`src/rtl/pipe_stage_reg_pkg.sv`:
```
// Shared constants for the 5-stage MIPS pipeline registers: exception codes,
// PC vectors and payload field offsets for the D/E stage packing.
package pipe_stage_reg_pkg;

  localparam int EXC_W_DEF = 5;

  localparam logic [EXC_W_DEF-1:0] EXC_NONE = 5'd0;
  localparam logic [EXC_W_DEF-1:0] EXC_INT  = 5'd1;
  localparam logic [EXC_W_DEF-1:0] EXC_ADEL = 5'd4;
  localparam logic [EXC_W_DEF-1:0] EXC_ADES = 5'd5;
  localparam logic [EXC_W_DEF-1:0] EXC_SYS  = 5'd8;
  localparam logic [EXC_W_DEF-1:0] EXC_RI   = 5'd10;
  localparam logic [EXC_W_DEF-1:0] EXC_OV   = 5'd12;

  localparam logic [31:0] RESET_PC_DEF   = 32'h0000_3000;
  localparam logic [31:0] HANDLER_PC_DEF = 32'h0000_4180;

  // D/E payload layout (136 bits)
  localparam int DE_RS_LSB   = 0;
  localparam int DE_RT_LSB   = 32;
  localparam int DE_IMM_LSB  = 64;
  localparam int DE_EXT_LSB  = 96;
  localparam int DE_A3_LSB   = 128;
  localparam int DE_BR_BIT   = 133;
  localparam int DE_MEMW_BIT = 134;
  localparam int DE_REGW_BIT = 135;
  localparam int DE_W        = 136;

endpackage

```
`src/rtl/pipe_exc_merge.sv`:
```
// Exception merge: the older-stage code wins over the local one, and a
// faulting instruction is squashed into a nop (instr and payload zeroed).
module pipe_exc_merge import pipe_stage_reg_pkg::*; #(
  parameter int DATA_W = 136,
  parameter int EXC_W  = EXC_W_DEF
) (
  input  logic [EXC_W-1:0]  in_exc,
  input  logic [EXC_W-1:0]  local_exc,
  input  logic [31:0]       in_instr,
  input  logic [DATA_W-1:0] in_data,
  output logic [EXC_W-1:0]  merged_exc,
  output logic [31:0]       merged_instr,
  output logic [DATA_W-1:0] merged_data
);

  always_comb begin
    merged_exc   = (in_exc != '0) ? in_exc : local_exc;
    merged_instr = in_instr;
    merged_data  = in_data;
    if (merged_exc != '0) begin
      merged_instr = '0;
      merged_data  = '0;
    end
  end

endmodule

```
`src/rtl/pipe_stage_reg.sv`:
```
// Generic inter-stage register: reset > req > flush > we > hold priority.
// Define PIPE_STAGE_PERF_EN to build the bubble/hold performance counters.
module pipe_stage_reg import pipe_stage_reg_pkg::*; #(
  parameter int          DATA_W     = 136,
  parameter int          EXC_W      = EXC_W_DEF,
  parameter logic [31:0] RESET_PC   = RESET_PC_DEF,
  parameter logic [31:0] HANDLER_PC = HANDLER_PC_DEF
) (
  input  logic              clk,
  input  logic              reset,
  input  logic              req,
  input  logic              flush,
  input  logic              we,
  input  logic              in_valid,
  input  logic [31:0]       in_instr,
  input  logic [31:0]       in_pc,
  input  logic              in_isbd,
  input  logic [EXC_W-1:0]  in_exc,
  input  logic [EXC_W-1:0]  local_exc,
  input  logic [DATA_W-1:0] in_data,
  output logic              out_valid,
  output logic [31:0]       out_instr,
  output logic [31:0]       out_pc,
  output logic              out_isbd,
  output logic [EXC_W-1:0]  out_exc,
  output logic [DATA_W-1:0] out_data,
  output logic [31:0]       bubble_cnt,
  output logic [31:0]       hold_cnt
);

  logic [EXC_W-1:0]  merged_exc_p0;
  logic [31:0]       merged_instr_p0;
  logic [DATA_W-1:0] merged_data_p0;

  logic              vld_p1;
  logic [31:0]       instr_p1;
  logic [31:0]       pc_p1;
  logic              isbd_p1;
  logic [EXC_W-1:0]  exc_p1;
  logic [DATA_W-1:0] data_p1;

  pipe_exc_merge #(
    .DATA_W (DATA_W),
    .EXC_W  (EXC_W)
  ) u_exc_merge (
    .in_exc       (in_exc),
    .local_exc    (local_exc),
    .in_instr     (in_instr),
    .in_data      (in_data),
    .merged_exc   (merged_exc_p0),
    .merged_instr (merged_instr_p0),
    .merged_data  (merged_data_p0)
  );

  // p0 -> p1 stage boundary
  always_ff @(posedge clk) begin
    if (reset) begin
      vld_p1   <= 1'b0;
      instr_p1 <= '0;
      pc_p1    <= RESET_PC;
      isbd_p1  <= 1'b0;
      exc_p1   <= '0;
      data_p1  <= '0;
    end else if (req) begin
      vld_p1   <= 1'b0;
      instr_p1 <= '0;
      pc_p1    <= HANDLER_PC;
      isbd_p1  <= 1'b0;
      exc_p1   <= '0;
      data_p1  <= '0;
    end else if (flush) begin
      // Bubble keeps PC/BD so an EPC taken on it still points at the right slot
      vld_p1   <= 1'b0;
      instr_p1 <= '0;
      pc_p1    <= in_pc;
      isbd_p1  <= in_isbd;
      exc_p1   <= '0;
      data_p1  <= '0;
    end else if (we) begin
      vld_p1   <= in_valid;
      instr_p1 <= merged_instr_p0;
      pc_p1    <= in_pc;
      isbd_p1  <= in_isbd;
      exc_p1   <= merged_exc_p0;
      data_p1  <= merged_data_p0;
    end
  end

  assign out_valid = vld_p1;
  assign out_instr = instr_p1;
  assign out_pc    = pc_p1;
  assign out_isbd  = isbd_p1;
  assign out_exc   = exc_p1;
  assign out_data  = data_p1;

`ifdef PIPE_STAGE_PERF_EN
  logic [31:0] bubble_q;
  logic [31:0] hold_q;

  always_ff @(posedge clk) begin
    if (reset) begin
      bubble_q <= '0;
      hold_q   <= '0;
    end else if (!req) begin
      if (flush)
        bubble_q <= bubble_q + 32'd1;
      else if (!we)
        hold_q <= hold_q + 32'd1;
    end
  end

  assign bubble_cnt = bubble_q;
  assign hold_cnt   = hold_q;
`else
  assign bubble_cnt = '0;
  assign hold_cnt   = '0;
`endif

endmodule

```
`config.mk`:
```
export PLATFORM = sky130hd
export DESIGN_NAME = pipe_stage_reg
export DESIGN_NICKNAME = d
export VERILOG_FILES = /design/src/rtl/pipe_stage_reg_pkg.sv /design/src/rtl/pipe_exc_merge.sv /design/src/rtl/pipe_stage_reg.sv
export SDC_FILE = /design/constraint.sdc
export NUM_CORES = 1
export LEC_CHECK = 0
export ABC_AREA = 1
export CAP_MARGIN = 30
export CORE_AREA = 2 2 188 190
export DETAILED_ROUTE_END_ITERATION = 10
export DIE_AREA = 0 0 190 192
export PLACE_DENSITY = 0.66
export REMOVE_ABC_BUFFERS = 1
export SKIP_CTS_REPAIR_TIMING = 1
export SYNTH_ARGS = -nofsm -noshare
export SYNTH_HDL_FRONTEND = slang
export SYNTH_SLANG_ARGS = --single-unit
```
`constraint.sdc`:
```
create_clock -name clk -period 1.7 [get_ports clk]
set_input_delay 0.34 -clock clk [delete_from_list [all_inputs] [get_ports clk]]
set_output_delay 0.34 -clock clk [all_outputs]
set_load 0.05 [all_outputs]
```
==> metrics.md, run 1 <==
| Metric | Value |
|---|---|
| Gr ovfl total | 0 |
| Initial antenna violation count | 0 |
| Total vias in the final route | 10200 |
| Maximum operating frequency | 652 MHz |
| CP max stage delay | between 0.5 and 0.6 ns |
| Netlist cell types | 22 |
| R2R setup slack | 0.97 ns |
| Layout cells sized above 1 | 0.190 |
| Largest net degree at the start of global routing | 65 |
| Met3 routed WL | around 2500 um |
| Critical path's slowest cell | clkdlybuf4s50_1 |
| H-tree depth | 1 |
| Non-Filler Instances | 2265 |
| CTS tree | done |
| Critical Path Fanout Max | 20 |
| Yosys warnings | 0 |
| Layout Skew | 0 ns |
| Max Cap Viol | 0 |
| Core Box Area | 34300 um^2 |
| Post-Route WL | 33000 um |
| Worst Setup Start Kind | input port |
| IO Port Bufs | 423 |
| Number of synthesized flops with an enable pin | 0 |
| DR top layer | met4 |
| Fin util | 0.436 |
| Vias in the first global route | 9478 |
| Total CTS buffers | 24 |
| Post-synth ARST share | 0 |
| Mux contribution to synthesized area | 0 |
| Finish-stage setup viols | 0 |
| Peak VDD IR | 0.596 mV |
| Yosys reg bits | 207 |
| Fin Setup TNS | 0 ns |
| Slew Viols, Final | 0 |
| Synth Area in XOR/XNOR | 0 |
| Met2 WL | 16100 um |
| Full die area | 36500 um^2 |
| WL per Instance | 14.6 um |
| Leakage power | 0.00697 uW |
| Insertion delay to the later sink of the worst-skew pair | 0.51 ns |
| Initial Utilization | 0.284 |
| Final HPWL DP | roughly 24000 um |
| Metal-1 WL | about 13000 um |
| Post-Synth Adder-Cell Area | 0 |
| Critical path type | in -> reg |
| Post-DRT Antenna Nets | 0 |
| Setup slack after layout | approximately 0.17 ns |
| Worst EP required | between 2 and 2.5 ns |
| Post-synth top flop | dfxtp_1 |
| Cell Count Post-Placement | ~2200 |
| Dpl ws | -0.373 ns |
| Status | finished, final reports clean |
| I/O pins | 488 |
| Via density per instance | ~4.5 |
| Fin crit share | 0.902 |
| Cell Area, Synth | 9750 um^2 |
| Pwr dens | 822 nW/um^2 |
| ANT cells | 0 |
| Worst EP arrival | between 1.5 and 2 ns |
| Iteration-0 DRC Markers | 482 |
| Post-Synth Simple-Gate Area | 0.274 |
| Worst Setup End Kind | flop |
| First-pass GRT wire length | ~49000 um |
| Post-synthesis compound-gate area fraction | 0.112 |
| Synth-to-layout area growth | 53.3% |
| RSZ-0062 raised after global routing | false |
| Fillers | 3488 |
| Final instance area | 14900 um^2 |
| Worst-path clk slew | 0.06 ns |
| GRT Resource Usage Total | 0.167 |
| Clock Tree Root | clkbuf_16 |
| Crit-path cells | clkdlybuf4s50_1 -> nor2_2 -> nand4_1 -> nand2_1 -> nor2_4 -> buf_12 -> buf_12 -> nand4_1 -> a21oi_1 |
| Final min period | 1.53 ns |
| Syn_area_per_cell | 7.08 um^2 |
| # rows | 68 |
| Die Y | 192 um |
| Post-synthesis cell count | 1377 |
| GP Congestion | 0.841 |
| Initial DRT Pass Iterations | 5 |
| Largest family of logic cells by synthesized area | simple AND/OR/NAND/NOR gates |
| Number of clock sinks | 207 |
| Seq/Total Area, Yosys | 0.425 |
| Max Buffers Root-to-Sink | 3 |
| Hold Crit Class | in -> reg |
| Die width | about 190 um |
| Hold Violations, Final | 0 |
| Residual DRC count | 0 |
| DP Area | 14100 um^2 |
| Final net count | approximately 2000 |
[cell type report]
cell class / instances / area (um^2) / area share
Timing Repair Buffer: 511 / 4720 / 0.316
Sequential cell: 207 / 4140 / 0.277
Multi-Input combinational cell: 868 / 4010 / 0.268
Clock buffer: 35 / 713 / 0.0477
Inverter: 181 / 689 / 0.0462
Tap cell: 455 / 569 / 0.0381
Clock inverter: 8 / 96.3 / 0.00645
[final timing paths]
| path | start | end | cells after the start |
|---|---|---|---|
| setup reg to reg | out_pc[13]$_SDFFE_PP1P_ | out_pc[13]$_SDFFE_PP1P_ | 1 |
| setup / recovery | in_exc[1] | out_data[95]$_SDFFE_PP0P_ | 9 |
| hold / removal | we | out_exc[2]$_SDFFE_PP0P_ | 5 |
| hold reg to reg | out_data[21]$_SDFFE_PP0P_ | out_data[21]$_SDFFE_PP0P_ | 2 |
[worst max-delay path: cells and delay by family]
kind / cells / cell delay, ns
AND/OR/NAND/NOR: 5 / 0.59
AO/OA/AOI/OAI: 1 / 0.15
buffers and inverters: 3 / 0.89
[per-stage QoR]
| stage | total power [uW] | hold slack (ns) |
|---|---|---|
| global route | 12800 | 0.384 |
| detailed placement | 7100 | 0.453 |
| CTS | 12400 | 0.354 |
| floorplan | 5980 | 0.409 |
| finish | 12300 | 0.370 |
| global placement | 7090 | 0.450 |
[placed cells by master, fill, tap and decap left out, drive strengths merged, types with 5 or more instances in the layout]
master | synthesis | final
buf | 132 | 296
clkbuf | 52 | 35
nor2 | 75 | 75
o21ai | 32 | 32
clkinv | 0 | 5
dfxtp | 207 | 207
nand2 | 346 | 346
conb | 1 | 64
a21oi | 175 | 175
inv | 181 | 181
nand4 | 171 | 171
clkdlybuf4s50 | 0 | 215
[flip-flops by register name, indices dropped and copies added (netlist names)]
signal and cells:
out_exc 5, out_isbd 1, out_pc 32, out_instr 32, out_valid 1, out_data 136
[cell families after synthesis]
logic type | after synthesis
AND/OR/NAND/NOR | 592
buffers and inverters | 365
AO/OA/AOI/OAI | 212
flip-flops | 207
other | 1
[cells in the mapped netlist (all sizes together) (2+ instances only)]
cell / number / share of area
a21oi: 175 / 0.090
a221o: 2 / 0.0021
buf: 132 / 0.098
clkbuf: 52 / 0.020
dfxtp: 207 / 0.43
inv: 181 / 0.070
nand2: 346 / 0.13
nand4: 171 / 0.11
nor2: 75 / 0.031
o21ai: 32 / 0.016
[per-layer routing]
layer  vias to the layer above  GRT usage
li1                       5144          -
met1                      4660      0.197
met2                       360      0.295
met3                        56     0.0400
met4                         0     0.0549
met5                         -          0
[power by group]
group / total (uW) / internal, uW / leakage, uW / switching [uW]
logic: 2070 / 836 / 0.00489 / 1230
registers: 4930 / 4900 / 0.00167 / 25.4
clock network: 5280 / 3200 / 0.000398 / 2080
total: 12300 / 8940 / 0.00697 / 3330
No activity file was read; power rests on OpenSTA's default activity.
==> run 2, diff against run 1 <==
--- a/config.mk
+++ b/config.mk
@@ -7,12 +7,14 @@
 export LEC_CHECK = 0
 export ABC_AREA = 1
 export CAP_MARGIN = 30
-export CORE_AREA = 2 2 188 190
+export CORE_AREA = 2 2 192 194
 export DETAILED_ROUTE_END_ITERATION = 10
-export DIE_AREA = 0 0 190 192
+export DIE_AREA = 0 0 194 196
+export GPL_ROUTABILITY_DRIVEN = 0
 export PLACE_DENSITY = 0.66
 export REMOVE_ABC_BUFFERS = 1
 export SKIP_CTS_REPAIR_TIMING = 1
+export SLEW_MARGIN = 20
 export SYNTH_ARGS = -nofsm -noshare
 export SYNTH_HDL_FRONTEND = slang
 export SYNTH_SLANG_ARGS = --single-unit
==> constraint.sdc (replaced) <==
create_clock -name clk -period 1.3 [get_ports clk]
set_input_delay 0.26 -clock clk [delete_from_list [all_inputs] [get_ports clk]]
set_output_delay 0.26 -clock clk [all_outputs]
set_load 0.05 [all_outputs]
==> run 2 against run 1 <==
Sequential share of layout area decreased by 4.1 points. Via count increased by 6.3%. Combinational power increased by 53%. Power increased by 42%. Die area increased by 4.2%. Non-clock buffer count increased by 78. Critical endpoint is now out_data[118]. Sequential cell count unchanged. Sequential power increased by 31%. The run now ends with setup timing left. Clock-buffer cell count decreased by 5. Utilization increased by 8.7 points. Critical path type is now reg -> out. Critical path depth decreased by 8. First-iteration DRC count increased by 7.1%.
==> metrics.md, run 2 (synthesis results as in run 1) <==
| Metric | Value |
|---|---|
| Status | complete, but fails checks (was finished, final reports clean) |
| Failing checks | setup timing |
| # rows | 70 (was 68) |
| Die Y | 196 um (was 192 um) |
| Initial Utilization | 0.270 (was 0.284) |
| Post-Route WL | 38100 um (was 33000 um) |
| Worst Setup Start Kind | flop (was input port) |
| DP Area | 17000 um^2 (was 14100 um^2) |
| Commonest non-fill, non-tap cell in the layout | nand2_1 (unchanged) |
| Dpl ws | -0.715 ns (was -0.373 ns) |
| Layout Skew | 0 ns (unchanged) |
| Maximum operating frequency | between 700 and 800 MHz |
| Initial antenna violation count | 0 (unchanged) |
| Via density per instance | 4.61 (was 4.51) |
| Overall power | 17400 uW (was 12300 uW) |
| Final min period | 1.31 ns |
| IO Port Bufs | 423 (unchanged) |
| Layout cells sized above 1 | 0.342 (was 0.190) |
| First-pass GRT wire length | 54100 um (was 49300 um) |
| R2R setup slack | 0.48 ns (was 0.97 ns) |
| Final instance area | 18800 um^2 (was 14900 um^2) |
| Gr ovfl total | 0 (unchanged) |
| Pwr dens | 925 nW/um^2 (was 822 nW/um^2) |
| I/O pins | 488 (unchanged) |
| Fin crit share | 1.00 |
| Hold Crit Class | in -> reg (unchanged) |
| Hold Violations, Final | 0 (unchanged) |
| CTS tree | done (unchanged) |
| Worst EP arrival | 1.05 ns (was 1.98 ns) |
| Metal-1 WL | 14800 um (was 13300 um) |
| Clock Tree Root | clkbuf_16 (unchanged) |
| Worst EP required | 1.04 ns (was 2.14 ns) |
| Crit-path cells | buf_12 (was clkdlybuf4s50_1 -> nor2_2 -> nand4_1 -> nand2_1 -> nor2_4 -> buf_12 -> buf_12 -> nand4_1 -> a21oi_1) |
| Met3 routed WL | 2930 um (was 2550 um) |
| FF-to-FF Start | out_exc[3]$_SDFFE_PP0P_ (was out_pc[13]$_SDFFE_PP1P_) |
| DR top layer | met4 (unchanged) |
| Max Cap Viol | 0 (unchanged) |
| Synth-to-layout area growth | 93.3% (was 53.3%) |
| Reg2reg end | out_exc[3]$_SDFFE_PP0P_ (was out_pc[13]$_SDFFE_PP1P_) |
| Critical Path Fanout Max | 2 (was 20) |
| Post-DRT Antenna Nets | 0 (unchanged) |
| Critical path type | reg -> out (was in -> reg) |
| Final HPWL DP | 26900 um (was 24000 um) |
| Die width | 194 um (was 190 um) |
| WL per Instance | 16.2 um (was 14.6 um) |
| Initial DRT Pass Iterations | 5 (unchanged) |
| GRT Resource Usage Total | 0.175 (was 0.167) |
| Cells on Worst Hold Path | 5 (unchanged) |
| Number of clock sinks | 207 (unchanged) |
| ANT cells | 0 (unchanged) |
| Worst Setup End Kind | output port (was flop) |
| Worst-path clk slew | 0.06 ns (about the same) |
| Worst Path Buf+Inv | 1 (was 3) |
| Met2 WL | 18900 um (was 16100 um) |
| Final net count | 2088 (was 2010) |
| Critical path's slowest cell | dfxtp_4 (was clkdlybuf4s50_1) |
| Hold path start | we (unchanged) |
| Iteration-0 DRC Markers | 516 (was 482) |
| Max reg flops | 136 (unchanged) |
| Setup slack after layout | -0.00625 ns (was 0.167 ns) |
| Max Buffers Root-to-Sink | 3 (unchanged) |
| Residual DRC count | 0 (unchanged) |
| Peak VDD IR | 0.846 mV (was 0.596 mV) |
| Vias in the first global route | 10100 (was 9478) |
| Hold Path Sink | out_instr[7]$_SDFFE_PP0P_ (was out_exc[2]$_SDFFE_PP0P_) |
| Most frequent cells in the layout | 343 x nand2_1, 241 x buf_12, 208 x clkdlybuf4s50_1 (was 345 x nand2_1, 268 x buf_4, 215 x clkdlybuf4s50_1) |
| Insertion delay to the later sink of the worst-skew pair | 0.53 ns (was 0.51 ns) |
| H-tree depth | 1 (unchanged) |
| Total CTS buffers | 24 (unchanged) |
| Core Box Area | 36100 um^2 (was 34300 um^2) |
| Full die area | 38000 um^2 (was 36500 um^2) |
| Leakage power | 0.00824 uW (was 0.00697 uW) |
| Largest net degree at the start of global routing | 41 (was 65) |
| CP max stage delay | 0.38 ns (was 0.52 ns) |
| Fin util | 0.522 (was 0.436) |
| Slew Viols, Final | 0 (unchanged) |
| Total vias in the final route | 10900 (was 10200) |
| RSZ-0062 raised after global routing | true (was false) |
| Fillers | 3244 (was 3488) |
| Finish-stage setup viols | 2 (was 0) |
| Cells on worst reg2reg path | 5 (was 1) |
| CP delay by family, top | flip-flops (was buffers and inverters) |
==> run 2: cell types whose count changed in the layout (fill, tap and decap cells not counted), sizes merged <==
| cell | before | now |
|---|---|---|
| clkdlybuf4s50 | 215 | 208 |
| clkbuf | 35 | 37 |
| inv | 181 | 182 |
| dlymetal6s2s | 0 | 7 |
| buf | 296 | 367 |
| bufinv | 2 | 6 |
| clkinvlp | 1 | 2 |
==> run 2: per-layer routing <==
layer,GRT usage,vias to the layer above
met5,0,-
met4,0.0659,0
met3,0.0490,65
met2,0.303,421
met1,0.206,5060
li1,-,5313
==> run 2: worst max path at each step <==
stage               depth (start not counted)                  startpoint                         end  slack [ns]
global placement                            9                   in_exc[2]  out_instr[22]$_SDFFE_PP0P_       -0.68
finish                                      1  out_data[118]$_SDFFE_PP0P_               out_data[118]      -0.006
floorplan                                   3                          we     out_exc[0]$_SDFFE_PP0P_       -1.78
global route                                9                local_exc[4]   out_data[25]$_SDFFE_PP0P_       -0.04
detailed placement                          9                   in_exc[2]   out_data[66]$_SDFFE_PP0P_       -0.71
CTS                                         9                   in_exc[2]   out_data[66]$_SDFFE_PP0P_       -0.16
==> run 2: tightest hold or removal path, cell delays in order <==
cell and delay, ns:
buf_6 0.14, nand2_1 0.07, inv_1 0.03, nand4_1 0.07, a21oi_1 0.05
==> run 2: layout make-up <==
class                           count  area [um^2]  area share
Multi-Input combinational cell    868         4060       0.215
Inverter                          181          687      0.0365
Timing Repair Buffer              589         8150       0.433
Tap cell                          468          586      0.0311
Sequential cell                   207         4450       0.236
Clock buffer                       30          684      0.0363
Clock inverter                     14          229      0.0122
==> run 2: power by group <==
part           switching, uW  internal, uW  total, uW
logic                   1710          1440       3160
clock network           2910          4920       7830
registers               67.4          6380       6450
==> run 2: through the flow <==
| stage | hold slack (ns) | setup TNS (ns) | cells |
|---|---|---|---|
| after CTS | 0.138 | -24.76 | 2314 |
| after global routing | 0.175 | -1.89 | 2357 |
| after global placement | 0.488 | -110.15 | 2270 |
| after detailed placement | 0.487 | -116.14 | 2270 |
| final | 0.149 | -0.00900 | 2357 |
| after floorplan | 0.329 | -320.55 | 1256 |
